`src/rtl/sfx_pkg.sv`:
```
// sfx_pkg: shared types and default event indices for the sound-effect sequencer.
package sfx_pkg;

    typedef enum logic [1:0] {
        S_IDLE = 2'd0,
        S_PLAY = 2'd1,
        S_GAP  = 2'd2
    } sfx_state_e;

    localparam int EV_SHOT       = 0;
    localparam int EV_ENEMY_DEAD = 1;
    localparam int EV_PLAYER_HIT = 2;
    localparam int EV_LEVEL_UP   = 3;

endpackage

```
`src/rtl/sfx_prio_enc.sv`:
```
// sfx_prio_enc: highest-set-bit encoder returning valid flag and index.
module sfx_prio_enc #(
    parameter int N  = 4,
    parameter int IW = $clog2(N)
) (
    input  logic [N-1:0]  req,
    output logic          valid,
    output logic [IW-1:0] idx
);

    always_comb begin
        valid = |req;
        idx   = '0;
        for (int i = 0; i < N; i++)
            if (req[i]) idx = IW'(i);
    end

endmodule

```
`src/rtl/sfx_sequencer.sv`:
```
// sfx_sequencer: priority-arbitrated, pre-emptive multi-note sound-effect player.
// Define SFX_PENDING_EN to queue lower-priority requests instead of dropping them.
module sfx_sequencer
    import sfx_pkg::*;
#(
    parameter int NUM_EVENTS  = 4,
    parameter int KEY_W       = 4,
    parameter int NOTE_CNT    = 3,
    parameter int NOTE_FRAMES = 4
) (
    input  logic                                clk,
    input  logic                                resetN,
    input  logic                                startOfFrame,
    input  logic [NUM_EVENTS-1:0]               event_req,
    input  logic [NUM_EVENTS-1:0][KEY_W-1:0]    cfg_base_key,
    input  logic [NUM_EVENTS-1:0][KEY_W-1:0]    cfg_step,
    output logic [KEY_W-1:0]                    sound_key,
    output logic                                sound_on,
    output logic [$clog2(NUM_EVENTS)-1:0]       active_event,
    output logic                                busy
);

    localparam int IW = $clog2(NUM_EVENTS);
    localparam int NW = (NOTE_CNT > 1) ? $clog2(NOTE_CNT) : 1;
    localparam int FW = $clog2(NOTE_FRAMES + 1);

    sfx_state_e            state_q, state_n;
    logic [IW-1:0]         idx_q, idx_n;
    logic [KEY_W-1:0]      key_q, key_n;
    logic [NW-1:0]         note_q, note_n;
    logic [FW-1:0]         cnt_q, cnt_n;
    logic [NUM_EVENTS-1:0] pending, eff;
    logic                  req_v, eff_v, start;
    logic [IW-1:0]         req_idx, eff_idx, st_idx;

    assign eff = event_req | pending;

    sfx_prio_enc #(.N(NUM_EVENTS), .IW(IW)) u_req_enc (
        .req   (event_req),
        .valid (req_v),
        .idx   (req_idx)
    );

    sfx_prio_enc #(.N(NUM_EVENTS), .IW(IW)) u_eff_enc (
        .req   (eff),
        .valid (eff_v),
        .idx   (eff_idx)
    );

`ifdef SFX_PENDING_EN
    // Every request that does not start an effect this cycle is remembered.
    always_ff @(posedge clk or negedge resetN)
        if (!resetN) pending <= '0;
        else         pending <= (pending | event_req) & ~(start ? (NUM_EVENTS'(1) << st_idx) : '0);
`else
    assign pending = '0;
`endif

    always_comb begin
        state_n = state_q;
        idx_n   = idx_q;
        key_n   = key_q;
        note_n  = note_q;
        cnt_n   = cnt_q;
        start   = 1'b0;
        st_idx  = eff_idx;
        if (state_q != S_IDLE && req_v && req_idx >= idx_q) begin
            start  = 1'b1;
            st_idx = req_idx;
        end else if (state_q == S_IDLE) begin
            start = eff_v;
        end else if (state_q == S_GAP && startOfFrame) begin
            start = eff_v;
            if (!eff_v) begin
                state_n = S_IDLE;
                idx_n   = '0;
            end
        end else if (state_q == S_PLAY && startOfFrame) begin
            if (cnt_q == FW'(NOTE_FRAMES - 1)) begin
                cnt_n = '0;
                if (note_q == NW'(NOTE_CNT - 1)) begin
                    state_n = S_GAP;
                    key_n   = '0;
                end else begin
                    note_n = note_q + 1'b1;
                    key_n  = key_q + cfg_step[idx_q];
                end
            end else begin
                cnt_n = cnt_q + 1'b1;
            end
        end
        // A start overrides any frame bookkeeping on the same cycle.
        if (start) begin
            state_n = S_PLAY;
            idx_n   = st_idx;
            key_n   = cfg_base_key[st_idx];
            note_n  = '0;
            cnt_n   = '0;
        end
    end

    always_ff @(posedge clk or negedge resetN)
        if (!resetN) begin
            state_q <= S_IDLE;
            idx_q   <= '0;
            key_q   <= '0;
            note_q  <= '0;
            cnt_q   <= '0;
        end else begin
            state_q <= state_n;
            idx_q   <= idx_n;
            key_q   <= key_n;
            note_q  <= note_n;
            cnt_q   <= cnt_n;
        end

    assign sound_key    = key_q;
    assign sound_on     = state_q == S_PLAY;
    assign busy         = state_q != S_IDLE;
    assign active_event = idx_q;

endmodule

```
`config.mk`:
```
export PLATFORM = sky130hd
export DESIGN_NAME = sfx_sequencer
export DESIGN_NICKNAME = d
export VERILOG_FILES = /design/src/rtl/sfx_pkg.sv /design/src/rtl/sfx_prio_enc.sv /design/src/rtl/sfx_sequencer.sv
export SDC_FILE = /design/constraint.sdc
export NUM_CORES = 1
export LEC_CHECK = 0
export BUFFER_PORTS_ARGS = -buffer_cell sky130_fd_sc_hd__buf_4
export CORE_MARGIN = 5
export CORE_UTILIZATION = 47
export DETAILED_ROUTE_END_ITERATION = 8
export PLACE_DENSITY = 0.8
export SYNTH_ARGS = -nofsm -noshare
export SYNTH_HDL_FRONTEND = slang
export SYNTH_SLANG_ARGS = --single-unit
```
`constraint.sdc`:
```
create_clock -name clk -period 2.87 [get_ports clk]
set_clock_uncertainty 0.05 [all_clocks]
set_input_delay 0.287 -clock clk [delete_from_list [all_inputs] [get_ports clk]]
set_output_delay 0.287 -clock clk [all_outputs]
set_load 0.05 [all_outputs]
```
**Yosys cells after proc, flatten, opt, wreduce, memory -nomap -nowiden**

Cells that the tools add are included.

- Word-level logic and storage cells: 81
- Output and inout port bits: 8
- Register bits after elaboration: 13
- Input port bits: 39

- Reductions and logical operators: 18
- $lt $le $gt $ge: 3
- Muxes and demuxes: 42
- Add/sub/neg operators: 3
- Eq/ne operators: 10

Operators by type and width:

| operator | count |
|---|---|
| 2-to-1 mux 2 bit | 21 |
| 2-to-1 mux 4 bit | 9 |
| 2-to-1 mux 3 bit | 6 |
| binary-select mux 4 bit (select 2 bit) | 2 |
| AND reduction 6 bit | 2 |
| nonzero test 3 bit | 3 |
| != test 2 bit (second input constant) | 4 |
| AND reduction 4 bit | 2 |
| nonzero test 2 bit | 4 |
| less-than comparator 2 x 3 -> 1 bit (second input constant) | 2 |
| AND reduction 5 bit | 1 |
| adder 4 bit | 1 |
| equality test 2 bit (second input constant) | 2 |
| logical AND 1 bit | 4 |
| 2-to-1 mux 1 bit | 4 |
| OR reduction 4 bit | 1 |
| adder 3 x 1 -> 3 bit (second input constant) | 1 |
| equality test 3 x 2 -> 1 bit (second input constant) | 1 |
| != test 3 bit (second input constant) | 1 |
| adder 2 x 1 -> 2 bit (second input constant) | 1 |
| equality test 2 x 1 -> 1 bit (second input constant) | 1 |
| >= comparator 2 bit | 1 |
| logical NOT 2 bit | 1 |
| != test 2 x 1 -> 1 bit (second input constant) | 1 |

**Logic depth before layout (Yosys ltp)**

- Depth in word-level cells: 10
- Depth in mapped cells: 9
- Gate-level depth less buffers: 8

**By module**

Synthesis repeated with hierarchy kept, for this count alone.

- Cells, all modules: 133
- Area total of the unflattened synthesis: 1181.1 um^2

Modules (own cells, without submodules):

| module | times used | area each (um^2) | seq. area each (um^2) | cells each |
|---|---|---|---|---|
| sfx_sequencer | 1 | 1133.6 | 325.3 | 125 |
| sfx_prio_enc | 2 | 23.8 | 0.0 | 4 |

**Worst setup path before layout**

No wires, ideal clock.

- Kind: register to register
- From: register idx_q[0], in the netlist active_event[0]
- To: register key_q[3], in the netlist sound_key[3]
- Setup time: 0.130 ns
- Slack: 0.212 ns
- Buffers on the path: 1
- Period minus slack after synthesis: 2.658 ns
- Stages on the path, launching flop included: 9
- Arrival time: 2.479 ns
- Data required time: 2.690 ns
- Cell sequence: dfrtp_1 > buf_6 > mux4_1 > ha_1 > a21o_1 > a21oi_1 > xnor3_1 > nand2_1 > a22oi_2

- Cells in the longest elaborated chain, start to end: 10
- Elaborated cells between the ends (all ways): 19
- Those cells by class: 1 x add/sub; 1 x order compare; 3 x eq/ne; 10 x mux; 4 x reduce/logical

Ends and longest elaborated chain:

| element | line | text |
|---|---|---|
| start, declared | sfx_sequencer.sv:28 | `logic [IW-1:0] idx_q, idx_n;` |
| start signal, assigned | sfx_sequencer.sv:111 | `idx_q <= idx_n;` |
| binary-select mux 4 bit (select 2 bit) | sfx_sequencer.sv:86 | `key_n = key_q + cfg_step[idx_q];` |
| 2-to-1 mux 4 bit (not written as such) | sfx_sequencer.sv:86 |  |
| adder 4 bit | sfx_sequencer.sv:86 |  |
| 2-to-1 mux 4 bit | sfx_sequencer.sv:81 | `if (note_q == NW'(NOTE_CNT - 1)) begin` |
| 2-to-1 mux 4 bit | sfx_sequencer.sv:79 | `if (cnt_q == FW'(NOTE_FRAMES - 1)) begin` |
| 2-to-1 mux 4 bit | sfx_sequencer.sv:78 | `end else if (state_q == S_PLAY && startOfFrame) begin` |
| 2-to-1 mux 4 bit | sfx_sequencer.sv:72 | `end else if (state_q == S_GAP && startOfFrame) begin` |
| 2-to-1 mux 4 bit | sfx_sequencer.sv:70 | `end else if (state_q == S_IDLE) begin` |
| 2-to-1 mux 4 bit | sfx_sequencer.sv:67 | `if (state_q != S_IDLE && req_v && req_idx >= idx_q) begin` |
| 2-to-1 mux 4 bit | sfx_sequencer.sv:93 | `if (start) begin` |
| end signal, assigned | sfx_sequencer.sv:112 | `key_q <= key_n;` |
| end, declared | sfx_sequencer.sv:29 | `logic [KEY_W-1:0] key_q, key_n;` |

Several ways; a longest one is shown, not always the timed one. The select of a mux whose other input is x is not followed.
A chain may end at the register's enable or synchronous reset.

**Worst setup path in the final report**

Ends and elaborated chain as after synthesis.

==> metrics <==
Avg Inst Size Synth 10.2 sq um; setup TNS 0 ns; commonest non-fill, non-tap cell in the layout buf_4; Hold Fails Final Rpt 0; vias in the first global route 1005; Antenna diodes 0; Post-CTS Setup Bufs 0; Final Cell Area 1430 sq um; most frequent cells in the layout 46 x buf_4, 13 x dfrtp_1, 9 x a21oi_1, 9 x nand2_1, 9 x mux2i_1; cell family with most CP delay multiplexers; status complete, no violations; largest net degree at the start of global routing 18; placed insts 172; Chip Width 57.5 microns; Synth area leader dfrtp_1; Synth Area in Adders 0.101; gp weighted congestion 0.809; clk buf depth 2; Lkg Pwr 0.706 nW; CP max stage delay 0.66 ns; total grt overflow 0; Max Fclk 0.392 GHz; CTS tree built; mux contribution to synthesized area 0.180; first-pass GRT wire length 4280 microns; Final #Nets 197; complex-gate fraction of the synthesized area 0.161; DRT iter0 DRCs 16; Final setup viols 0; core box area 2190 sq um; RSZ-0062 raised after global routing no; CTS root buf clkbuf_4; share of the synthesized area in the top cell type 0.306; sw frac 0.453; Die Y 57.5 microns; main combinational cell family by area after synthesis multiplexers; Slowest cell on crit path mux4_1; simple-gate share of the synthesized area 0.144; Tightest Pin Transition 0.775 ns; Max Cap Viol 0; synth unique cells 34; predominant post-synthesis flop cell dfrtp_1; Synth Area in XOR/XNOR 0.0377; synthesized cell area 1060 sq um; yosys warns 0; antenna violations before repair 0; Relative slew margins 0.483; Num CTS Buffers 3; Top Ports 47; average wire per standard cell 15.5 microns; Net Count, Synth 151; async set or reset register ratio after synthesis 1.00; CP Cell Sequence mux4_1, ha_1, a21o_1, a21oi_1, xnor3_1, nand2_1, a22oi_2; buffer and inverter count on the worst path 0; row count 17; P&R area growth vs syn 34.4%; top post-synthesis cells by area dfrtp_1 31%, mux2i_1 8.5%, ha_1 8.2%, mux4_1 7.4%, a21oi_1 4.2%; critical path endpoint category flip-flop; Post-DP HPWL 2170 microns; share of cells above drive strength 1 0.369; vias per inst 5.39; total chip power 1.13 mW; Crit Path Max Fanout 7; CP required 2.96 ns; GRT Resource Usage Total 0.163; Net Sw Power 0.513 mW; Non-Filler Instances 177; drt drc 0; power density cells 794 nW/um^2; total die area 3310 sq um; first drt pass iteration count 4; sequential share of power 0.278; Gate power share 0.619; flip-flop and latch count after synthesis 13; Worst VDD drop 0.508 mV; Final period util 0.890; post-synthesis sequential area ratio 0.306; nature of the critical path startpoint flip-flop; Pins Over Slew Limit 0; clock insertion delay at the later pin of the skew report 0.28 ns; Internal 0.620 mW; Final Critical Period 2.55 ns; Final ANT Viol Nets 0; WL final 2740 microns; post-placement cell area 1390 sq um; Clock Pin Slew Worst Setup and Hold Paths 0.09 ns; WS Path Type flip-flop to flip-flop; Mapped Cells 104; initial core utilization 0.485; clock sinks 13; H-tree depth 1; port buffer count 46; Post-synth EDFFs 0; hold crit path type input port to flip-flop; critical path data arrival time 2.64 ns; via count 954; clock power share 0.103
final timing paths:
kind                            startpoint              end  slack, ns  cells past startpoint
max                        active_event[0]     sound_key[3]       0.32                      7
max in group asynchronous           resetN         cnt_q[1]       2.26                      2
max reg2reg                active_event[0]     sound_key[3]       0.32                      7
min in group asynchronous           resetN  active_event[1]       0.34                      2
min reg2reg                       cnt_q[2]         cnt_q[2]       0.47                      2
min                           startOfFrame       state_q[1]       0.17                      2
final cells by class:
cell class / instances / area [sq um]
sequential: 13 / 325
timing repair buffer: 47 / 355
fill: 183 / 763
multi-input combinational: 79 / 663
tap: 28 / 35.0
clock buffer: 4 / 26.3
inverter: 6 / 22.5
layer usage:
layer / global-route usage / wire length (microns) / up-vias
met5: 0 / 0 / -
met4: 0.0331 / 32 / 0
met3: 0.0339 / 164 / 2
met2: 0.306 / 1440 / 26
met1: 0.188 / 1110 / 455
li1: - / - / 471
synth_stat cells, types with 3 or more instances:
library cell and instances:
ha_1 7, a21oi_1 9, mux2i_1 9, mux4_1 3, o21ai_0 5, nor2_1 5, dfrtp_1 13, a211oi_1 5
nand2_1 9, inv_1 6
worst reg2reg max path, cell delays in order (launching register included):
cell     delay (ns)
dfrtp_1        0.57
mux4_1         0.66
ha_1           0.30
a21o_1         0.15
a21oi_1        0.19
xnor3_1        0.34
nand2_1        0.09
a22oi_2        0.07
per-stage QoR:
| step | setup slack (ns) | util | hold WS [ns] |
|---|---|---|---|
| floorplan | 0.212 | - | -0.0586 |
| global placement | 0.428 | 0.635 | 0.0889 |
| detailed placement | 0.319 | 0.635 | 0.0922 |
| CTS | 0.312 | 0.652 | 0.166 |
| global route | 0.211 | 0.652 | 0.174 |
| finish | 0.317 | 0.652 | 0.168 |
sequential cells by signal, indices dropped and copies added, names as in the netlist:
name,count
sound_key,4
cnt_q,3
active_event,2
note_q,2
state_q,2
timing repair:
action                                 in CTS  in global routing
hold buffers                                1                  0
endpoints found under the hold margin      13                  0
gates resized for setup                     0                  0
power by group through the flow:
stage               sequential (mW)  clock [mW]  combinational, mW
finish                        0.315       0.117              0.701
detailed placement            0.319           0              0.703
global route                  0.326       0.126              0.760
CTS                           0.314       0.120              0.707
global placement              0.309           0              0.688
floorplan                     0.437           0              0.418
logic make-up (layout without fill, tap and decap cells):
group,after synthesis,in the layout
DFF,13,13
muxes,13,13
adders and majority gates,8,8
xor gates and xnor gates,3,3
buffers and inverters,12,57
AOI/OAI and AO/OA,26,26
and+or+nand+nor,29,29
Power figures use the tool's default switching activity.
